$ cat config.mk
export PLATFORM = sky130hd
export DESIGN_NAME = mux_serializer_ctrl
export DESIGN_NICKNAME = d
export VERILOG_FILES = /design/src/rtl/mux_serializer_ctrl.sv
export SDC_FILE = /design/constraint.sdc
export NUM_CORES = 1
export LEC_CHECK = 0
export BUFFER_PORTS_ARGS = -buffer_cell sky130_fd_sc_hd__buf_4
export CORE_MARGIN = 2
export CORE_UTILIZATION = 30
export DETAILED_ROUTE_END_ITERATION = 16
export PLACE_DENSITY = 0.57
export SLEW_MARGIN = 40
export SYNTH_ARGS = -nofsm -noshare
export SYNTH_HDL_FRONTEND = slang
export SYNTH_SLANG_ARGS = --single-unit
$ cat constraint.sdc
create_clock -name clk -period 1.8 [get_ports clk]
set_clock_uncertainty 0.15 [all_clocks]
set_input_delay 0.18 -clock clk [delete_from_list [all_inputs] [get_ports clk]]
set_output_delay 0.18 -clock clk [all_outputs]
set_load 0.1 [all_outputs]
$ cat src/rtl/mux_serializer_ctrl.sv
// -----------------------------------------------------------------------------
// mux_serializer_ctrl
//
// Drives an external 8:1 bit-select mux. Together with that mux it forms a
// parallel-in / serial-out serializer. A word is accepted over a valid/ready
// handshake and held on the mux data inputs. The mux select is then stepped
// LSB-first (0..7). Each bit is held for HOLD_CYCLES clocks. The mux output is
// returned as a paced serial stream with first/last frame markers. A new word
// may be loaded in the final cycle of bit 7, so back-to-back frames run with
// no idle gap between them.
//
// Ports
//   clk        in   system clock, rising-edge
//   rst        in   synchronous active-high reset
//   in_data    in   [7:0] parallel word to serialize
//   in_valid   in   in_data valid
//   in_ready   out  word can be accepted this cycle
//   mux_in     out  [7:0] registered word driven to the mux data inputs
//   mux_sel    out  [2:0] registered bit index driven to the mux select
//   mux_out    in   mux output (combinational from mux_in/mux_sel)
//   bit_out    out  serial bit (mux_out gated by bit_valid)
//   bit_valid  out  bit_out carries a data bit this cycle
//   bit_first  out  first cycle of bit 0
//   bit_last   out  every hold cycle of bit 7
//
// state | meaning
// ------+----------------------------------------------------------------
// IDLE  | no frame in progress, in_ready=1, waiting for a word
// SHIFT | frame in progress, stepping mux_sel 0..7, bit_valid=1
// -----------------------------------------------------------------------------
module mux_serializer_ctrl #(
   parameter int HOLD_CYCLES = 1
) (
   input  logic       clk,
   input  logic       rst,
   input  logic [7:0] in_data,
   input  logic       in_valid,
   output logic       in_ready,
   output logic [7:0] mux_in,
   output logic [2:0] mux_sel,
   input  logic       mux_out,
   output logic       bit_out,
   output logic       bit_valid,
   output logic       bit_first,
   output logic       bit_last
);

   localparam int HW = (HOLD_CYCLES > 1) ? $clog2(HOLD_CYCLES) : 1;
   localparam logic [HW-1:0] HOLD_TC = HW'(HOLD_CYCLES - 1);

   typedef enum logic {
      IDLE  = 1'b0,
      SHIFT = 1'b1
   } state_t;

   state_t        state;
   state_t        state_nxt;
   logic [HW-1:0] hold_cnt;
   logic          hold_tc;
   logic          eof;
   logic          load;

   // hold_cnt reaches its terminal count in the last clock of the current bit.
   assign hold_tc = (hold_cnt == HOLD_TC);
   // The final clock of bit 7 is the only SHIFT cycle that can take a new word.
   assign eof     = (state == SHIFT) && (mux_sel == 3'd7) && hold_tc;
   assign load    = in_valid && in_ready;

   // state register
   always_ff @(posedge clk) begin
      if (rst) begin
         state <= IDLE;
      end else begin
         state <= state_nxt;
      end
   end

   // next-state logic
   always_comb begin
      state_nxt = state;
      case (state)
         IDLE: begin
            if (in_valid) begin
               state_nxt = SHIFT;
            end
         end
         SHIFT: begin
            if (eof && !in_valid) begin
               state_nxt = IDLE;
            end
         end
         default: state_nxt = IDLE;
      endcase
   end

   // output logic; all handshake and stream outputs are forced low during reset
   always_comb begin
      in_ready  = 1'b0;
      bit_valid = 1'b0;
      if (!rst) begin
         case (state)
            IDLE: begin
               in_ready  = 1'b1;
               bit_valid = 1'b0;
            end
            SHIFT: begin
               in_ready  = eof;
               bit_valid = 1'b1;
            end
            default: begin
               in_ready  = 1'b0;
               bit_valid = 1'b0;
            end
         endcase
      end
   end

   assign bit_out   = mux_out & bit_valid;
   // The first marker covers only the first hold cycle of bit 0. The last
   // marker covers every hold cycle of bit 7.
   assign bit_first = bit_valid && (mux_sel == 3'd0) && (hold_cnt == '0);
   assign bit_last  = bit_valid && (mux_sel == 3'd7);

   // Datapath: word register, bit index and per-bit hold timer.
   always_ff @(posedge clk) begin
      if (rst) begin
         mux_in   <= 8'h00;
         mux_sel  <= 3'd0;
         hold_cnt <= '0;
      end else if (load) begin
         mux_in   <= in_data;
         mux_sel  <= 3'd0;
         hold_cnt <= '0;
      end else if (state == SHIFT) begin
         if (hold_tc) begin
            hold_cnt <= '0;
            // The wrap 7->0 happens only at end of frame when the frame
            // returns to IDLE; the index never free-runs otherwise.
            if (eof) begin
               mux_sel <= 3'd0;
            end else begin
               mux_sel <= mux_sel + 3'd1;
            end
         end else begin
            hold_cnt <= hold_cnt + HW'(1);
         end
      end
   end

endmodule

==> results.md <==
- Status: finished clean
- CTS Hold Bufs: 0
- Area of the core: 1920 sq um
- Most common cell after layout, fill and taps aside: buf_4
- Crit Path Category: register to primary output
- Worst-Margin Slew: 280 ps
- Comb power frac: 35.7%
- Num rows: 16
- Initial antenna violation count: 0
- Post-Synth Simple-Gate Area: 32.5%
- Max-slew violations: 0
- Filler cell count: 210
- Layout Cells excl Fill: 124
- Worst-path fanout max: 4
- Clk slew on worst S/H paths: 70 ps
- Synth Area in Adders: 6.29%
- Critical Path AT: 1430 ps
- Peak VDD IR: 0.401 mV
- Vias per cell: 4.26
- RSZ-0062 raised after global routing: yes
- CTS tree: done
- Delay-heaviest family, CP: flip-flops
- Final Hold Vio Count: 0
- Buf/Inv on CP: 1
- Util after Layout: 49.9%
- Critical path's largest stage delay: 370 ps
- Via count: 528
- P&R area growth vs syn: 60.8%
- Cell repeated most along the worst path: ha_4
- Inserted Clock Buffers: 3
- Layout Nets: 113
- Mapped Area: 597 sq um
- Post-synthesis mux area share: 13.4%
- Dpl cells: 116
- DR WL/cell: 9.40 um
- Gpl congestion: 0.723
- Worst-skew pair later-pin latency: 260 ps
- Die extent in x: 48.6 um
- Port Buffers: 27
- H-tree depth: 1
- Critical Path RT: 1470 ps
- Main combinational cell family by area after synthesis: simple AND/OR/NAND/NOR gates
- Max-cap violations: 0
- Post-Synth XOR/XNOR Area: 0%
- Vias in the first global route: 499
- DR pass1 iterations: 2
- GRT Total Usage: 11.5%
- Pint: 0.000443 W
- Clock power share: 23.6%
- Reg power frac: 40.7%
- Most frequent cells in the layout: buf_4 (30), nand2b_1 (16), dfxtp_1 (9)
- Ratio of cells with drive above 1 in the final layout: 48.5%
- Rel. slew slack: 81.5%
- Die area: 2360 sq um
- Drt drc: 0
- Final Setup Violations: 0
- Sequential Area: 251 sq um
- Tightest Hold Check Type: primary input to register
- Switch share: 37.8%
- Number of diodes: 0
- Element type at the critical path start: register
- Antenna-violating nets left: 0
- Initial core utilization: 31.1%
- Drt initial violations: 2
- NetSw: 0.000269 W
- Cells after Synth: 64
- Root buffer cell: clkbuf_4
- Power per cell area: 741 nW/um^2
- Largest net degree at the start of global routing: 23
- Yosys reg bits: 12
- Unique masters post-synth: 17
- WL final: 1170 um
- Syn Nets: 79
- I/O pins: 28
- Multi-input gate area: 380 sq um
- GRT overflow: 0
- CTS sink cnt: 12
- CP Capture Type: primary output
- Clock buffer depth: 2
- Max Fclk: 0.569 GHz
- Compound-Gate Fraction of Synth Area: 3.14%
- Final Critical Period: 1760 ps
- Max stage delay cell, worst path: dfxtp_4
- First-pass GRT wire length: 2090 um
- Warnings, synthesis: 0
- Syn avg cell area: 9.33 sq um
- Critical path cell sequence: ha_4, ha_4, and2b_2, nor2_4, buf_12
- Pleak: 0.431 nW
- Fin crit share: 97.6%
- Seq/Total Area, Yosys: 40.3%
- Die Span Y: 48.6 um
[final cells by class]
cell class	instances	area share, %
tap	27	3.52
multi-input combinational	47	39.6
sequential	12	26.2
clock buffer	4	2.74
timing repair buffer	32	27.1
inverter	2	0.782
[worst paths after layout]
path	startpoint	to	slack (ps)	depth (start not counted)
max	mux_sel[0]$_SDFFE_PP0P_	in_ready	40	5
min	in_data[1]	mux_in[1]$_SDFFE_PP0P_	30	3
max reg2reg	mux_sel[0]$_SDFFE_PP0P_	mux_in[3]$_SDFFE_PP0P_	100	7
min reg2reg	mux_in[6]$_SDFFE_PP0P_	mux_in[6]$_SDFFE_PP0P_	320	2
[per-stage QoR]
step	power (W)	worst slack [ps]	TNS (ps)	hold slack, ps	area (sq um)
2_1_floorplan	0.000482	-127	-332	151	653
3_3_place_gp	0.000537	207	0	297	878
3_5_place_dp	0.000538	190	0	303	878
4_1_cts	0.000718	2.46	0	19.1	925
5_1_grt	0.000753	-20.2	-21.7	33.0	960
6_report	0.000711	43.8	0	25.8	960
[worst reg2reg max path: stages, from the launching register on]
cell	delay, ps
dfxtp_4	370
ha_4	140
ha_4	130
and2b_2	240
buf_4	150
nor2b_4	110
buf_8	140
mux2i_1	190
[registers in the layout, summed over array words and instances (netlist names)]
register,cells
state,1
mux_in,8
mux_sel,3
[logic make-up after synthesis]
| group | after synthesis |
|---|---|
| simple gates | 33 |
| flops | 12 |
| fa+ha+maj | 3 |
| buf+inv | 5 |
| mux | 8 |
| compound gates | 3 |
[Yosys cell counts]
cell       n  area, sq um
a21oi_1    2         10.0
a32oi_1    1         8.76
and2_1     2         12.5
and2b_2    1         8.76
and3b_1    1         8.76
buf_6      1         11.3
clkbuf_1   2         7.51
dfxtp_1   12          240
ha_1       3         37.5
inv_1      2         7.51
mux2i_1    8         80.1
nand2_1    1         3.75
nand2b_1  16          100
nor2_1     8         30.0
nor2b_1    1         6.26
nor2b_2    1         8.76
nor3b_1    2         15.0
[what timing repair did]
item                                    4_1_cts  5_1_grt
endpoints found under the hold margin         0        0
endpoints found under the setup margin        1        9
resized for setup                             3        3
pin swaps                                     0        2
setup buffers                                 1        3
[metal layers]
| layer | vias to the layer above | wire length [um] | GRT usage, % |
|---|---|---|---|
| met3 | 2 | 111 | 4.94 |
| li1 | 273 | - | - |
| met2 | 19 | 509 | 17.1 |
| met1 | 234 | 535 | 13.6 |
| met4 | 0 | 9 | 7.14 |
| met5 | - | 0 | 0 |
[power groups by stage]
stage	registers, W	clock network [W]	logic (W)
finish	0.000290	0.000168	0.000254
global route	0.000293	0.000193	0.000266
CTS	0.000290	0.000178	0.000249
detailed placement	0.000296	0	0.000242
global placement	0.000296	0	0.000241
floorplan	0.000393	0	0.0000892
(Power assumes the default switching activity.)
